**config.mk**
```make
export PLATFORM = sky130hd
export DESIGN_NAME = even_scan_scheduler
export DESIGN_NICKNAME = d
export VERILOG_FILES = /design/src/rtl/even_scan_pkg.sv /design/src/rtl/lane_pare_counter.sv /design/src/rtl/even_scan_scheduler.sv
export SDC_FILE = /design/constraint.sdc
export NUM_CORES = 1
export LEC_CHECK = 0
export CAP_MARGIN = 10
export CORE_UTILIZATION = 59
export CTS_CLUSTER_DIAMETER = 60
export DETAILED_ROUTE_END_ITERATION = 10
export MAX_ROUTING_LAYER = met4
export PLACE_DENSITY_LB_ADDON = 0.08
export SLEW_MARGIN = 20
export SYNTH_ARGS = -nofsm -noshare
export SYNTH_HDL_FRONTEND = slang
export SYNTH_HIERARCHICAL = 1
export SYNTH_SLANG_ARGS = --single-unit
```
**constraint.sdc**
```tcl
create_clock -name clk -period 11.7 [get_ports clk]
set_clock_uncertainty 0.1 [all_clocks]
set_input_delay 1.755 -clock clk [delete_from_list [all_inputs] [get_ports clk]]
set_output_delay 1.755 -clock clk [all_outputs]
set_load 0.05 [all_outputs]
```
**src/rtl/even_scan_pkg.sv**
```systemverilog
// Shared types and constants for the even-byte window scanner.
package even_scan_pkg;

    localparam int ADDR_W    = 8;
    localparam int DATA_W    = 8;
    localparam int CNT_W     = 9;
    localparam int NUM_PORTS = 8;

    typedef enum logic [1:0] {IDLE, SCAN, FINISH} scan_state_t;

    // Zero is a sentinel, so only non-zero even bytes count.
    function automatic logic is_pare(input logic [DATA_W-1:0] data);
        return (data != '0) && !data[0];
    endfunction

endpackage

```
**src/rtl/lane_pare_counter.sv**
```systemverilog
// Combinational popcount of valid lanes whose read data is a pare.
module lane_pare_counter #(
    parameter int NUM_PORTS = 8,
    parameter int DATA_W    = 8,
    parameter int HIT_W     = $clog2(NUM_PORTS + 1)
) (
    input  logic [NUM_PORTS-1:0]        valid,
    input  logic [NUM_PORTS*DATA_W-1:0] data_bus,
    output logic [HIT_W-1:0]            hits
);
    import even_scan_pkg::*;

    always_comb begin
        hits = '0;
        for (int unsigned i = 0; i < NUM_PORTS; i++) begin
            if (valid[i] && is_pare(data_bus[i*DATA_W +: DATA_W]))
                hits = hits + HIT_W'(1);
        end
    end

endmodule

```
**src/rtl/even_scan_scheduler.sv**
```systemverilog
// Walks an address window NUM_PORTS addresses per clock and counts pares
// returned by a combinational-read multi-port array.
module even_scan_scheduler #(
    parameter int NUM_PORTS = 8,
    parameter int ADDR_W    = 8,
    parameter int DATA_W    = 8,
    parameter int CNT_W     = 9
) (
    input  logic                        clk,
    input  logic                        reset,
    input  logic                        start,
    input  logic [ADDR_W-1:0]           first_addr,
    input  logic [ADDR_W-1:0]           last_addr,
    output logic [NUM_PORTS*ADDR_W-1:0] addr_bus,
    input  logic [NUM_PORTS*DATA_W-1:0] data_bus,
    output logic                        busy,
    output logic                        done,
    output logic                        error,
    output logic [CNT_W-1:0]            count
);
    import even_scan_pkg::*;

    localparam int PTR_W = ADDR_W + 1;
    localparam int HIT_W = $clog2(NUM_PORTS + 1);

    scan_state_t                 state_q, state_d;
    logic [PTR_W-1:0]            ptr_q, ptr_d;
    logic [ADDR_W-1:0]           last_q, last_d;
    logic                        err_q, err_d;
    logic [CNT_W-1:0]            count_q, count_d;
    logic [NUM_PORTS*ADDR_W-1:0] addr_q, addr_d;

    logic [NUM_PORTS-1:0] valid;
    logic [HIT_W-1:0]     hits;
    logic                 load_en;
    logic [PTR_W-1:0]     load_base;
    logic [ADDR_W-1:0]    load_lim;
    logic [PTR_W-1:0]     lane_a;

    // Extra pointer bit keeps lanes past the top of memory from wrapping into the window.
    always_comb begin
        valid = '0;
        if (state_q == SCAN) begin
            for (int unsigned i = 0; i < NUM_PORTS; i++)
                valid[i] = (ptr_q + PTR_W'(i)) <= {1'b0, last_q};
        end
    end

    lane_pare_counter #(
        .NUM_PORTS(NUM_PORTS),
        .DATA_W   (DATA_W),
        .HIT_W    (HIT_W)
    ) u_lane_pare_counter (
        .valid   (valid),
        .data_bus(data_bus),
        .hits    (hits)
    );

    always_comb begin
        state_d   = state_q;
        ptr_d     = ptr_q;
        last_d    = last_q;
        err_d     = err_q;
        count_d   = count_q;
        addr_d    = addr_q;
        load_en   = 1'b0;
        load_base = '0;
        load_lim  = '0;
        lane_a    = '0;

        case (state_q)
            IDLE: begin
                if (start) begin
                    count_d = '0;
                    if (first_addr <= last_addr) begin
                        last_d    = last_addr;
                        ptr_d     = {1'b0, first_addr};
                        load_en   = 1'b1;
                        load_base = {1'b0, first_addr};
                        load_lim  = last_addr;
                        state_d   = SCAN;
                    end else begin
                        err_d   = 1'b1;
                        state_d = FINISH;
                    end
                end
            end
            SCAN: begin
                count_d = count_q + CNT_W'(hits);
                if ((ptr_q + PTR_W'(NUM_PORTS)) > {1'b0, last_q}) begin
                    addr_d  = '0;
                    state_d = FINISH;
                end else begin
                    ptr_d     = ptr_q + PTR_W'(NUM_PORTS);
                    load_en   = 1'b1;
                    load_base = ptr_q + PTR_W'(NUM_PORTS);
                    load_lim  = last_q;
                end
            end
            FINISH: begin
                err_d   = 1'b0;
                state_d = IDLE;
            end
            default: state_d = IDLE;
        endcase

        if (load_en) begin
            for (int unsigned i = 0; i < NUM_PORTS; i++) begin
                lane_a = load_base + PTR_W'(i);
                addr_d[i*ADDR_W +: ADDR_W] =
                    (lane_a <= {1'b0, load_lim}) ? lane_a[ADDR_W-1:0] : '0;
            end
        end
    end

    always_ff @(posedge clk) begin
        if (!reset) begin
            state_q <= IDLE;
            ptr_q   <= '0;
            last_q  <= '0;
            err_q   <= 1'b0;
            count_q <= '0;
            addr_q  <= '0;
        end else begin
            state_q <= state_d;
            ptr_q   <= ptr_d;
            last_q  <= last_d;
            err_q   <= err_d;
            count_q <= count_d;
            addr_q  <= addr_d;
        end
    end

    assign busy     = (state_q != IDLE);
    assign done     = (state_q == FINISH);
    assign error    = done && err_q;
    assign count    = count_q;
    assign addr_bus = addr_q;

endmodule

```
Yosys cells after proc, flatten, opt, wreduce, memory -nomap -nowiden --
Index checks and enable logic that the tools add are counted. W data, S select, Z words.
Cells by class: muxes and demuxes 45, add/sub/neg operators 23, $lt $le $gt $ge 18, equality and inequality tests 7, reduce and logical (&&, ||, !) cells 45
Operators by type and width (count):
- $mux W64 | 3
- $le A9 B8 Y1 | 16
- $mux W8 | 14
- $add A9 B3 Y9 const B | 8
- $reduce_bool A8 Y1 | 8
- $pmux W9 S2 | 3
- $mux W9 | 5
- $add A9 B2 Y9 const B | 4
- $mux W4 | 7
- $add A4 B1 Y4 const B | 6
- $add A9 B1 Y9 const B | 2
- $logic_and A1 B1 Y1 | 17
- $pmux W8 S2 | 1
- $reduce_bool A2 Y1 | 5
- $add A9 B4 Y9 | 1
- $add A9 B4 Y9 const B | 1
- $gt A9 B8 Y1 | 1
- $le A8 B8 Y1 | 1
- $logic_not A1 Y1 | 8
- $ne A2 B2 Y1 const B | 4
- $mux W1 | 6
- $mux W2 | 3
- $reduce_and A2 Y1 | 3
- $reduce_and A3 Y1 | 2
- 8 further kinds | 9
Word-level totals: output and inout port bits 76, register bits 93

Longest topological paths before layout --
Gate-level depths: netlist (run 1).
depth in word-level cells 21, gate-level depth with buffers 38, mapped depth without buffers 37

Cells and area by module --
The synthesis (run 1) kept the hierarchy.
By module, submodules not included:
- even_scan_scheduler | cells each 927, area an instance 7957.6 µm², sequential area each 1861.8 µm², instances 1
- lane_pare_counter | cells each 96, area an instance 782.0 µm², sequential area each 0.0 µm², instances 1

Worst setup path after synthesis (run 1) --
OpenSTA, ideal clock, no wires.
path type reg-to-reg, start register ptr_q[1], end register count_q[7], in the netlist count[7], stages on the path, launching flop included 36, setup slack 4.867 ns, data required time 11.535 ns, period minus slack after synthesis 6.833 ns, arrival 6.669 ns, path buffers 1, cells stage by stage dfxtp_1 clkbuf_1 inv_1 ha_1 ha_1 nor2b_1 o21a_1 o21a_1 o21a_1 o21a_1 o21ai_0 nand2b_1 a31oi_1 nand3b_1 inv_1 ha_1 xor2_1 xor2_1 mux2_2 ha_1 xor2_1 a22oi_1 o21ai_0 ha_1 mux2_2 ha_1 mux2_2 ha_1 a21o_1 a21oi_1 nor2b_1 nor2_1 nor2_1 nand3_1 mux2_2 nor2_1
On the way: elaborated cells between the ends (all ways) 41
RTL lines:
- from (decl) | RTL line even_scan_scheduler.sv:27 | logic [PTR_W-1:0] ptr_q, ptr_d;
- from (signal assigned) | RTL line even_scan_scheduler.sv:126 | ptr_q <= ptr_d;
- $add A9 B1 Y9 (*) | RTL line even_scan_scheduler.sv:45 | valid[i] = (ptr_q + PTR_W'(i)) <= {1'b0, last_q};
- $le A9 B8 Y1 (*) | RTL line even_scan_scheduler.sv:45
- $mux W8 (*) | RTL line even_scan_scheduler.sv:43 | if (state_q == SCAN) begin
- named net valid[1] | RTL line even_scan_scheduler.sv:33 | logic [NUM_PORTS-1:0] valid;
- $logic_and A1 B1 Y1 (*) | RTL line lane_pare_counter.sv:16 | if (valid[i] && is_pare(data_bus[i*DATA_W +: DATA_W]))
- $mux W4 (*) | RTL line lane_pare_counter.sv:16
- $add A4 B1 Y4 | RTL line lane_pare_counter.sv:17 | hits = hits + HIT_W'(1);
- $mux W4 (*) | RTL line lane_pare_counter.sv:16
- (+5 left out)
- $mux W4 (*) | RTL line lane_pare_counter.sv:16
- $add A4 B1 Y4 | RTL line lane_pare_counter.sv:17
- $mux W4 (*) | RTL line lane_pare_counter.sv:16
- $add A4 B1 Y4 | RTL line lane_pare_counter.sv:17
- $mux W4 (*) | RTL line lane_pare_counter.sv:16
- named net hits[1] | RTL line even_scan_scheduler.sv:34 | logic [HIT_W-1:0] hits;
- $add A9 B4 Y9 (*) | RTL line even_scan_scheduler.sv:89 | count_d = count_q + CNT_W'(hits);
- $pmux W9 S2 (*) | RTL line even_scan_scheduler.sv:71 | case (state_q)
- to (signal assigned) | RTL line even_scan_scheduler.sv:129 | count_q <= count_d;
- to (decl) | RTL line even_scan_scheduler.sv:30 | logic [CNT_W-1:0] count_q, count_d;
Mark *: on every way through the listed nets, which the timed path passes. The rest lies on a longest branch. A chain may end at the register's enable or synchronous reset.

Final worst setup path (run 1) --
start register ptr_q[3], end register addr_q[26], in the netlist addr_bus[26]
On the way: word-level cells in the longest chain between the ends 8, elaborated cells between the ends (all ways) 15
Ends and longest elaborated chain:
- $add A9 B4 Y9 (*) | RTL line even_scan_scheduler.sv:90, even_scan_scheduler.sv:96
- $gt A9 B8 Y1 | RTL line even_scan_scheduler.sv:90 | if ((ptr_q + PTR_W'(NUM_PORTS)) > {1'b0, last_q}) begin
- $mux W9 | RTL line even_scan_scheduler.sv:90
- $pmux W9 S2 | RTL line even_scan_scheduler.sv:71
- $add A9 B2 Y9 | RTL line even_scan_scheduler.sv:109 | lane_a = load_base + PTR_W'(i);
- $le A9 B8 Y1 | RTL line even_scan_scheduler.sv:111 | (lane_a <= {1'b0, load_lim}) ? lane_a[ADDR_W-1:0] : '0;
- $mux W8 | RTL line even_scan_scheduler.sv:111
- $mux W64 | RTL line even_scan_scheduler.sv:107 | if (load_en) begin
- to (signal assigned) | RTL line even_scan_scheduler.sv:130 | addr_q <= addr_d;
- to (decl) | RTL line even_scan_scheduler.sv:31 | logic [NUM_PORTS*ADDR_W-1:0] addr_q, addr_d;
Every way passes the cells marked *; elsewhere a longest branch is shown, timed or not.

==> reports/results.txt, run 1 <==
The path with the worst hold slack has its endpoint at addr_bus[4]$_SDFFE_PN0P_. For the worst flop-to-flop path, the logic depth is 22. The run gives 21.3% as the part of the Yosys area used for sequential elements.

The library cell used most frequently in the layout, excluding fill and tap cells, is sky130_fd_sc_hd__clkdlybuf4s50_1. Pin placement for this block handled 159 I/O pins. The worst setup path is launched from a register. Worst setup path startpoint: ptr_q[3]$_SDFFE_PN0P_.

In this run, the number of DRC markers left after iteration 0 of detailed routing was 557. Counting I/O delays and the setup requirement, the final critical path takes 7.71 ns. TritonCTS created 9 clock buffers. In the layout the commonest cells are 158 x sky130_fd_sc_hd__clkdlybuf4s50_1, 153 x sky130_fd_sc_hd__ha_1, 93 x sky130_fd_sc_hd__dfxtp_1, 76 x sky130_fd_sc_hd__nand2_1, 62 x sky130_fd_sc_hd__xnor2_1. The net count of the mapped netlist is 1,260. The capturing point of the worst reg2reg path is addr_bus[26]$_SDFFE_PN0P_. The run gives 8,613 as the vias after detailed routing. Clock-pin slew was measured on the worst setup and hold paths at 0.07 ns. For the detailed-router iteration count before antenna repair, the log shows 5.

Via count of the first global-routing pass: 8,189. The measured slew at the worst slew-check pin is 1.08 ns, and the clock insertion delay at the later pin of the skew report is 0.35 ns. Entering global routing, the biggest net connects 52 pins. During synthesis, Yosys emitted a total of 6 warnings. With fillers left out, the area of the finished cells amounts to 10,800 um^2.

The tools report the reg-to-reg startpoint as ptr_q[3]$_SDFFE_PN0P_. The area growth from synthesis to layout is 23.6%. After routing, the total negative slack on setup checks comes to 0 ns. The run gives 79 as the distinct cell type count after synthesis. From left edge to right edge, the die measures 124 um. The total die area was 15,300 um^2; the number of antenna violations at the first check in global routing was 0. Total count of max-transition violations in the final report: 0. In the final routed layout, each cell accounts on average for 20.1 um. The filler cells instantiated in the layout total 1,166.

The tools report the endpoint class of the critical path as a register. The via density per instance is 6.37, and the total routing resource utilization after global routing is 36.7%. The detail route stage leaves a number of antenna-violating nets equal to 0. The instance area after placement is 10,500 um^2, and the area fraction of the dominant cell type after synthesis is 21.9%. The final layout contains 1,401 nets. 0 antenna diodes ended up in the layout. TritonCTS built the clock tree.

For the hold violation total from the final report, the log shows 0. The class of the tightest hold or removal check is register to register. The post-synthesis async set-or-reset flop share works out to 0%. The run finished with clean final reports.

The final cell count without fillers came out at 1,353. The critical path data required time was 11.88 ns. Headroom to the max-slew limit came out at 27.6%. The count of maximum capacitance violations was 0. The synthesized design spends more area on one cell type than any other, namely sky130_fd_sc_hd__ha_1.

Gates resized during post-CTS repair numbered 0. The final worst setup slack was 3.99 ns. After detailed placement, the design holds a cell count of 1,337. The worst hold path cell count is 1. The most common flop cell mapped by yosys is sky130_fd_sc_hd__dfxtp_1.

The floorplan die height is 124 um, and the total of endpoints with negative setup slack in the final report is 0. The tools report the largest vdd supply drop as 0.129 mV. The run gives 3 as the maximum level of the CTS H-tree. The tools report the root buffer cell as sky130_fd_sc_hd__clkbuf_16.

The synthesized design contains 93 register bits. After detailed routing, the number of remaining DRC violations is 0. The period utilization was 65.9%. The cell count after synthesis came out at 1,023.

The HPWL reported at the end of detailed placement was 20,400 um; the data arrival time of the critical path was 7.89 ns. For the number of setup buffers added after CTS, the log shows 0. Synthesized cell area: 8740 um^2. The design draws 1.70 mW. The worst slack at placement was 4.13 ns; the sum of routed wire length over all layers was 27,100 um. The worst hold path begins at addr_bus[4]$_SDFFE_PN0P_. Setup slack on the worst reg-to-reg path comes out at 3.99 ns. A synthesized cell averages 8.54 um^2.

Count of standard-cell rows: 44. The clock drives 93 sinks. Along the worst path, the maximum fanout reaches 15.

After clock tree synthesis, the flow added hold-fix buffers numbering 0. For this design the static power due to leakage is 4.51 nW. The fmax came out at 0.130 GHz. The first global-routing pass estimated 41,600 um of wire.

Global routing finished with a remaining overflow of 0. Once the floorplan was initialized, standard cells occupied 60.4% of the core. After floorplanning, the core was sized to cover 14,500 um^2. The total power divided by cell area came out at 157 nW/um^2. The number of enable flip-flop cells after synthesis works out to 0. For the maximum clock insertion buffer count, the log shows 2. Input and output buffers added on the ports amount to 158. The worst setup path is of the register to register kind.

Setup repair after global routing left no endpoint under its margin. Sorting the synthesized cells by area gives the leading types as sky130_fd_sc_hd__ha_1 22%, sky130_fd_sc_hd__dfxtp_1 21%, sky130_fd_sc_hd__xnor2_1 6.2%, sky130_fd_sc_hd__a22o_1 3.6%, sky130_fd_sc_hd__o21a_1 3.5%. In the final layout, the share of cells above drive strength 1 is 4.79%. The tools report the global placer's final weighted congestion as 1.01.
how the worst max path moves through the flow:
| stage | slack, ns | cells past startpoint | to |
|---|---|---|---|
| final | 3.99 | 22 | addr_bus[26]$_SDFFE_PN0P_ |
| after global routing | 3.55 | 22 | addr_bus[28]$_SDFFE_PN0P_ |
| after detailed placement | 4.13 | 21 | addr_bus[26]$_SDFFE_PN0P_ |
| after global placement | 4.11 | 21 | addr_bus[27]$_SDFFE_PN0P_ |
| after CTS | 4.14 | 22 | addr_bus[28]$_SDFFE_PN0P_ |
| after floorplan | 4.87 | 35 | count[7]$_SDFFE_PN0P_ |
metal layers:
metal | vias up | GRT usage, % | wire length [um] | part of all wire (%)
met2 | 434 | 60.7 | 12600 | 46
met4 | 0 | 22.1 | 1520 | 5.6
met1 | 3985 | 41.9 | 10800 | 40
li1 | 4061 | - | - | -
met3 | 133 | 5.68 | 2220 | 8.2
met5 | - | - | 0 | 0
through the flow:
stage	utilization (%)	hold WS, ns
5_1_grt	74.6	0.387
2_1_floorplan	-	0.349
3_5_place_dp	72.4	0.355
4_1_cts	74.6	0.375
6_report	74.6	0.373
3_3_place_gp	72.4	0.353
where the power goes:
part           switching [mW]  internal, mW
combinational           0.590         0.404
clock                   0.134         0.175
sequential             0.0378         0.358
registers in the layout (all words and copies together), names as in the netlist:
register  flops
ptr_q         9
state_q       2
last_q        8
addr_bus     64
err_q         1
count         9
critical path, cell delays in order, from the launching register on:
cell and delay [ns]:
sky130_fd_sc_hd__dfxtp_1 0.69, sky130_fd_sc_hd__ha_1 0.43, sky130_fd_sc_hd__nand3_1 0.28, sky130_fd_sc_hd__xnor2_1 0.43
sky130_fd_sc_hd__ha_1 0.32, sky130_fd_sc_hd__and3_1 0.21, sky130_fd_sc_hd__a221oi_1 0.26, sky130_fd_sc_hd__a32o_2 0.26
sky130_fd_sc_hd__and2_0 0.73, sky130_fd_sc_hd__a22o_1 0.59, sky130_fd_sc_hd__inv_1 0.30, sky130_fd_sc_hd__ha_1 0.27
sky130_fd_sc_hd__a41oi_1 0.18, sky130_fd_sc_hd__o21ai_0 0.27, sky130_fd_sc_hd__xor2_1 0.25, sky130_fd_sc_hd__ha_1 0.35
sky130_fd_sc_hd__a2111oi_0 0.40, sky130_fd_sc_hd__a21oi_1 0.11, sky130_fd_sc_hd__o21ai_0 0.28, sky130_fd_sc_hd__o21ai_0 0.15
sky130_fd_sc_hd__a21oi_1 0.48, sky130_fd_sc_hd__a22oi_1 0.15, sky130_fd_sc_hd__nor2_1 0.12
synthesized netlist by cell type (31+ instances only):
master	instances
sky130_fd_sc_hd__a21oi_1	47
sky130_fd_sc_hd__nand4_1	33
sky130_fd_sc_hd__xor2_1	34
sky130_fd_sc_hd__inv_1	52
sky130_fd_sc_hd__ha_1	153
sky130_fd_sc_hd__dfxtp_1	93
sky130_fd_sc_hd__nand2_1	76
sky130_fd_sc_hd__a22o_1	36
sky130_fd_sc_hd__nor2_1	56
sky130_fd_sc_hd__nand3_1	31
sky130_fd_sc_hd__o21a_1	41
sky130_fd_sc_hd__xnor2_1	62
logic make-up after synthesis:
| family | share of synthesized area (%) |
|---|---|
| adder cells (fa/ha/maj) | 22.1 |
| multiplexers | 0.630 |
| AND/OR/NAND/NOR | 17.9 |
| AO/OA/AOI/OAI | 23.3 |
| buffers and inverters | 4.42 |
| XOR/XNOR | 10.4 |
| flip-flops | 21.3 |
final cells by class:
class / instances / area, um^2 / area share [%]
clock buffers: 11 / 243 / 2.25
clock inverters: 5 / 67.6 / 0.626
inverters: 53 / 199 / 1.84
multi-input cells: 833 / 6500 / 60.2
flip-flops and latches: 93 / 1860 / 17.2
well taps: 184 / 230 / 2.13
repair buffers: 174 / 1700 / 15.8
Power figures use the tool's default switching activity.
==> inputs of run 2 (changes only) <==
Settings changed: CORE_UTILIZATION 59 to 54.
Clock period 11.7 ns to 7.3 ns, I/O delays scaled along.
==> run 2 against run 1 <==
Via count up 0.46%. Sequential share of layout area down 0.31 points. Power up 64%. Routed wire length up 4.6%. Critical path type unchanged. Critical endpoint is now count[7]$_SDFFE_PN0P_.
==> reports/results.txt, run 2 (synthesis results as in run 1) <==
Among the stages of the critical path, the cell type that occurs most often is sky130_fd_sc_hd__ha_1. The clock slew seen by the registers of the worst setup and hold paths came out at 0.07 ns (about the same). The run gives 13,600 um (+7.9%) as the met2 wire length. The vias after detailed routing is 8,653 (+0.46%). Fmax: 0.144 GHz (+11%). The tools report the number of setup buffers added after CTS as 0 (unchanged).

For the part of the power in registers, the log shows 22.5% (-0.8 points). In this run the critical register-to-register path is launched from ptr_q[0]$_SDFFE_PN0P_. The period utilization was 95.2% (+29 points). The via count of the first global-routing pass is 8,336 (+1.8%), and the layout overhead on the synthesized area is 26.4%.

The cell at the slowest stage of the critical path is sky130_fd_sc_hd__dfxtp_4. The flip-flop count of the largest register after layout is 64 (unchanged). The tools report the clock sink count as 93 (unchanged). The power after layout is 2.78 mW (+64%).

The tree is rooted in a sky130_fd_sc_hd__clkbuf_16. Count of standard-cell rows: 46 (+4.5%). The proportion of layout cells with a drive suffix above 1 is 7.41% (+2.6 points).

The worst hold path cell count was 1 (unchanged). The net switching component of the power was 1.23 mW (+62%). The run finished with clean final reports. Routed metal-1 wirelength: 11,400 um (+5.7%). The total die area is 16,700 um^2 (+9.1%), and the largest vdd supply drop is 0.178 mV (+38%). The endpoint class of the critical path is a register.

Critical setup path kind: register to register. The worst reg2reg path depth was 34 (+55%); the total count of max-transition violations in the final report was 0 (unchanged). The logs give 9 (unchanged) for the number of buffers inserted during clock tree synthesis and 7.50 ns (-4.38 ns) for the critical path data required time. For the register-to-register setup slack, the log shows 0.35 ns (-3.65 ns). Tracing the worst setup path back leads to its startpoint at ptr_q[0]$_SDFFE_PN0P_. The total routing resource utilization after global routing is 34.9% (-1.9 points), and the total of hold buffers inserted after clock tree synthesis is 0 (unchanged).

The global placer's final weighted congestion is 0.961 (-4.8%). The worst hold slack was 0.371 ns (-0.00271 ns). The post-detailed-route wirelength per cell is 20.2 um (+0.84%). In the layout the commonest cells are 158 x sky130_fd_sc_hd__clkdlybuf4s50_1, 149 x sky130_fd_sc_hd__ha_1, 90 x sky130_fd_sc_hd__dfxtp_1, 76 x sky130_fd_sc_hd__nand2_1, 62 x sky130_fd_sc_hd__xnor2_1. The logs give 7.15 ns (-0.74 ns) for the data arrival time of the critical path and 0 ns (unchanged) for the setup TNS. The number of input and output port buffers inserted came out at 158 (unchanged).

The tools report the sum of met3 wire segment lengths after detailed routing as 2090 um (-5.8%). The endpoint identified for the worst register-to-register timing path is count[7]$_SDFFE_PN0P_. The library cell used most frequently in the layout, excluding fill and tap cells, is sky130_fd_sc_hd__clkdlybuf4s50_1. The tools report the sum of routed wire length over all layers as 28,400 um (+4.6%). The clock network fraction of design power is 18.8% (+0.6 points), and the count of maximum capacitance violations is 0 (unchanged). Source of the worst hold timing path: addr_bus[32]$_SDFFE_PN0P_.

The number of nets still failing antenna checks after routing was 0 (unchanged); the core region area was 15,800 um^2 (+9.3%). The top fanout value on the critical path was 7 (-8). The floorplan die height came out at 129 um (+4.5%). The class of the tightest hold or removal check is register to register.

The tools report the maximum level of the CTS H-tree as 3 (unchanged). The run gives 0 (unchanged) as the hold violation total from the final report. Maximum number of pins on one net before global-route repair: 52 (unchanged). The run gives 21,700 um (+6.7%) as the HPWL reported at the end of detailed placement. The tools report the clock insertion delay at the later pin of the skew report as 0.36 ns (about the same).

The logs give 159 (unchanged) for the number of placed I/O pins and 0 (unchanged) for the final routed DRC violation total. The biggest cell delay along the critical path was 0.39 ns (-0.34 ns); the total power divided by cell area was 252 nW/um^2 (+60%). Detailed-router iteration count before antenna repair: 5 (unchanged). The worst slack at placement came out at 0.0827 ns (-4.05 ns).

TritonCTS built the clock tree. The run gives 55.2% (-5.1 points) as the initial core utilization. Element type at the critical path start: a register. The logs give 1,420 (+1.4%) for the number of nets in the layout and 4.60 nW (+2.0%) for the cell leakage power. The maximum clock insertion buffer count is 2 (unchanged), and the time the worst path needs with I/O delays and setup is 6.95 ns (-0.755 ns).

The number of antenna violations at the first check in global routing is 0 (unchanged). The via density per instance is 6.17 (-3.1%). The run gives 589 (+5.7%) as the starting DRC count in detailed routing. The wire length of the first global-routing pass came out at 43,500 um (+4.6%). The max-slew headroom at the worst pin was 24.2% (-3.4 points).

The run gives 0 (unchanged) as the total grt overflow. The path with the worst hold slack has its endpoint at addr_bus[32]$_SDFFE_PN0P_. The tools report the internal cell power as 1.55 mW (+66%).

The number of antenna cells inserted was 0 (unchanged); the width of the die was 129 um (+4.5%). After detailed routing, no signal wire sits above met4. The run gives 58.8% (+0.3 points) as the combinational share of power. The tools report the total of endpoints with negative setup slack in the final report as 0 (unchanged). The measured slew at the worst slew-check pin works out to 1.14 ns (+0.0543 ns). The switching share of total power is 44.3% (-0.56 points), and the final worst setup slack is 0.349 ns (-3.65 ns).
## run 2: timing repair
action                                  CTS  global route
endpoints found under the hold margin     0             0
resized for setup                         0            16
endpoints found under the setup margin    0             5
## run 2: worst max-delay path by stage
| stage | to | cells past startpoint |
|---|---|---|
| detailed placement | count[7]$_SDFFE_PN0P_ | 33 |
| floorplan | count[7]$_SDFFE_PN0P_ | 35 |
| global route | count[7]$_SDFFE_PN0P_ | 36 |
| CTS | count[7]$_SDFFE_PN0P_ | 33 |
| global placement | count[7]$_SDFFE_PN0P_ | 33 |
| finish | count[7]$_SDFFE_PN0P_ | 34 |
## run 2: power by group through the flow
stage / Combinational (mW) / Clock, mW / Sequential, mW
final: 1.64 / 0.522 / 0.626
after global routing: 1.78 / 0.543 / 0.633
after CTS: 1.61 / 0.526 / 0.625
after detailed placement: 1.59 / 0 / 0.635
after global placement: 1.57 / 0 / 0.634
after floorplan: 0.954 / 0 / 0.803
## run 2: per-stage QoR
stage / utilization, % / cells / cell area [um^2]
global placement: 67.4 / 1388 / 10700
floorplan: - / 1023 / 8740
detailed placement: 67.4 / 1388 / 10700
global route: 69.8 / 1403 / 11000
finish: 69.8 / 1403 / 11000
CTS: 69.5 / 1403 / 11000
## run 2: critical path: cells and delay by family, from the launching register on
kind / cells / cell delay (ns)
flops: 1 / 0.39
mux: 4 / 1.22
buf+inv: 2 / 0.18
simple gates: 8 / 0.82
compound gates: 10 / 1.64
fa+ha+maj: 7 / 2.03
xor+xnor: 3 / 0.54
## run 2: area by class of cell
class,instances,area [um^2]
clock buffer,10,239
clock inverter,5,83.8
fill,1333,4780
inverter,53,199
multi-input combinational,833,6540
sequential,93,1870
tap,216,270
timing repair buffer,193,1840
## run 2: routing by layer
layer	track usage [%]	up-vias
met5	-	-
met4	18.5	0
met3	4.79	103
met2	58.7	371
met1	40.3	4068
li1	-	4111
==> inputs of run 3 (changes only) <==
Settings changed: CORE_UTILIZATION 54 to 55, CTS_BUF_LIST set to sky130_fd_sc_hd__clkbuf_4.
==> run 3 against run 2 <==
Largest power group unchanged. Sequential cell count unchanged. Die area down 1.8%. Critical path type unchanged. Clock power down 46%. Combinational power about the same. Utilization up 1.1 points. Via count down 1.4%. Cell count up 0.21%. Sequential share of layout area up 0.22 points.
==> reports/results.txt, run 3 (synthesis results as in run 1) <==
The capturing point of the worst reg2reg path was count[7]$_SDFFE_PN0P_. The period utilization works out to 93.9% (-1.3 points). For hold timing, the worst endpoint is addr_bus[14]$_SDFFE_PN0P_. The worst setup path is captured at a register. The final instance area was 10,900 um^2 (-1.3%); the power after layout was 2.54 mW (-8.8%).

The path class of the tightest hold or removal check is register to register. The area growth from synthesis to layout is 24.7%. The tools report the instance count after placement with tap cells included as 1,389 (+0.072%).

The final routed DRC violation total was 0 (unchanged). The logs give 10,700 um^2 (+0.36%) for the instance area after placement and 0 (unchanged) for the total of hold buffers inserted after clock tree synthesis. The maximum number of pins on one net before global-route repair was 52 (unchanged); the top fanout value on the critical path was 6 (-1). The measured slew at the worst slew-check pin is 1.14 ns (-0.000138 ns). The HPWL reported at the end of detailed placement was 20,900 um (-3.6%); the number of placed I/O pins was 159 (unchanged).

The final worst setup slack is 0.445 ns (+0.0965 ns). The tools report the initial core utilization as 56.9% (+1.6 points). The count of standard-cell rows was 45 (-2.2%). The root buffer cell was sky130_fd_sc_hd__clkbuf_4. The logs give 46.8% (+6.5 points) for the met1 capacity usage during global routing and 93 (unchanged) for the clock sink count. Clock insertion delay at the later pin of the skew report: 0.47 ns (+0.11 ns). Proportion of layout cells with a drive suffix above 1: 7.78% (+0.37 points).

The hold violation total from the final report came out at 0 (unchanged). The critical path data required time is 7.62 ns (+0.12 ns), and the fmax is 0.146 GHz (+1.4%). The tools report the number of nets in the layout as 1,427 (+0.49%). The width of the die was 128 um (-0.90%).

Setup repair after global routing left no endpoint under its margin. The worst register-to-register path begins at ptr_q[1]$_SDFFE_PN0P_. The detailed-router iteration count before antenna repair was 7 (+2); the max-slew headroom at the worst pin was 24.2% (about the same). The count of filler cells inserted in the layout was 1,303 (-2.3%); the flip-flop count of the largest register after layout was 64 (unchanged). The cell leakage power is 4.56 nW (-0.94%). The total routing resource utilization after global routing is 34.0% (-0.89 points), and the floorplan die height is 128 um (-0.90%). Critical setup path kind: register to register. The global routing met3 resource utilization was 6.89% (+2.1 points). The cell at the slowest stage of the critical path is sky130_fd_sc_hd__dfxtp_2. The total power divided by cell area is 233 nW/um^2 (-7.5%), and the global placer's final weighted congestion is 0.956 (-0.53%). The run gives 6540 um^2 (about the same) as the area of the multi-input gates. The time the worst path needs with I/O delays and setup was 6.85 ns (-0.0965 ns). The register-to-register setup slack was 0.45 ns (+0.10 ns). The number of nets still failing antenna checks after routing came out at 0 (unchanged). The worst reg2reg path depth is 36 (+5.9%), and the worst hold path cell count is 2 (+1). The run gives 1 (+1) as the number of antenna violations at the first check in global routing. The tools report the total grt overflow as 0 (unchanged). The run gives 2 (unchanged) as the maximum clock insertion buffer count. The top cell types in the final layout, fill and taps aside, are 158 x sky130_fd_sc_hd__clkdlybuf4s50_1, 151 x sky130_fd_sc_hd__ha_1, 89 x sky130_fd_sc_hd__dfxtp_1, 76 x sky130_fd_sc_hd__nand2_1, 62 x sky130_fd_sc_hd__xnor2_1.

The tools report the element type at the critical path start as a register. For the total of endpoints with negative setup slack in the final report, the log shows 0 (unchanged). The worst hold slack was 0.381 ns (+0.0107 ns). The sum of routed wire length over all layers is 26,900 um (-5.2%), and the via density per instance is 6.07 (-1.6%). The count of maximum capacitance violations was 0 (unchanged). The run gives 9 (unchanged) as the number of buffers inserted during clock tree synthesis. The biggest cell delay along the critical path was 0.39 ns (about the same); the maximum level of the CTS H-tree was 3 (unchanged). The setup TNS was 0 ns (unchanged). The total count of max-transition violations in the final report is 0 (unchanged). The data arrival time of the critical path was 7.17 ns (+0.02 ns); the starting DRC count in detailed routing was 743 (+26%). The final core area utilization is 70.9% (+1.1 points), and the number of antenna cells inserted is 0 (unchanged).

The vias after detailed routing came out at 8,533 (-1.4%). Clock slew seen by the registers of the worst setup and hold paths: 0.16 ns (+0.09 ns). The tools report the core region area as 15,400 um^2 (-2.9%).

For the via count of the first global-routing pass, the log shows 7,983 (-4.2%). The run gives 16,400 um^2 (-1.8%) as the total die area. The post-detailed-route wirelength per cell works out to 19.1 um (-5.4%).

The logs give 1870 um^2 (about the same) for the register area and 0.162 mV (-9.2%) for the largest vdd supply drop. Met2 usage in global routing: 50.4% (-8.3 points). Leaving out fill and tap cells, the most frequent cell in the layout is sky130_fd_sc_hd__clkdlybuf4s50_1. The global routing stage identified its most utilized layer as met2.

The number of input and output port buffers inserted was 158 (unchanged). For the wire length of the first global-routing pass, the log shows 42,000 um (-3.5%). The flow ran to the end, and the final reports show no timing, DRC or antenna violations. Worst slack at placement: 0.182 ns (+0.0990 ns).

TritonCTS built the clock tree. For the final cell count without fillers, the log shows 1,406 (+0.21%). Source of the worst hold timing path: addr_bus[14]$_SDFFE_PN0P_.
[run 3: cell count changes in the layout (fill, tap and decap cells not counted), moves of 2 or more]
cell | before | now
sky130_fd_sc_hd__buf_4 | 35 | 42
sky130_fd_sc_hd__bufinv_16 | 2 | 0
sky130_fd_sc_hd__clkbuf_16 | 9 | 0
sky130_fd_sc_hd__clkbuf_4 | 0 | 9
sky130_fd_sc_hd__clkinv_4 | 0 | 2
sky130_fd_sc_hd__dfxtp_2 | 1 | 3
sky130_fd_sc_hd__ha_1 | 149 | 151
sky130_fd_sc_hd__ha_2 | 3 | 1
sky130_fd_sc_hd__inv_8 | 0 | 3
[run 3: worst max path at each step]
stage	startpoint	end	cells after the start
after floorplan	ptr_q[1]$_SDFFE_PN0P_	count[7]$_SDFFE_PN0P_	35
after global routing	ptr_q[1]$_SDFFE_PN0P_	count[7]$_SDFFE_PN0P_	36
final	ptr_q[1]$_SDFFE_PN0P_	count[7]$_SDFFE_PN0P_	36
after detailed placement	ptr_q[0]$_SDFFE_PN0P_	count[7]$_SDFFE_PN0P_	34
after global placement	ptr_q[0]$_SDFFE_PN0P_	count[7]$_SDFFE_PN0P_	34
after CTS	ptr_q[0]$_SDFFE_PN0P_	count[7]$_SDFFE_PN0P_	34
[run 3: where the power goes]
part	total [mW]	internal [mW]	switching (mW)
registers	0.623	0.574	0.0495
logic	1.63	0.669	0.965
clock network	0.282	0.0782	0.204
[run 3: layer usage]
layer,share of wire [%],routed length [um]
met5,0,0
met4,2.1,571
met3,9.0,2410
met2,42,11200
met1,47,12700
[run 3: worst max-delay path: cells and delay by family (launching register included)]
family / cells / cell delay [ns]
mux: 4 / 1.23
compound gates: 6 / 0.86
flops: 1 / 0.39
buf+inv: 2 / 0.22
fa+ha+maj: 7 / 1.90
xor+xnor: 3 / 0.46
simple gates: 14 / 1.62
[run 3: area by class of cell]
cell class | count | share of cell area [%]
multi-input cells | 833 | 60.0
repair buffers | 200 | 17.4
flip-flops and latches | 93 | 17.1
well taps | 211 | 2.42
inverters | 53 | 1.82
clock buffers | 9 | 0.620
clock inverters | 7 | 0.608
[run 3: repair_timing]
action,CTS,global route
setup endpoints to repair,0,5
buffers inserted,0,1
gates resized for setup,0,12
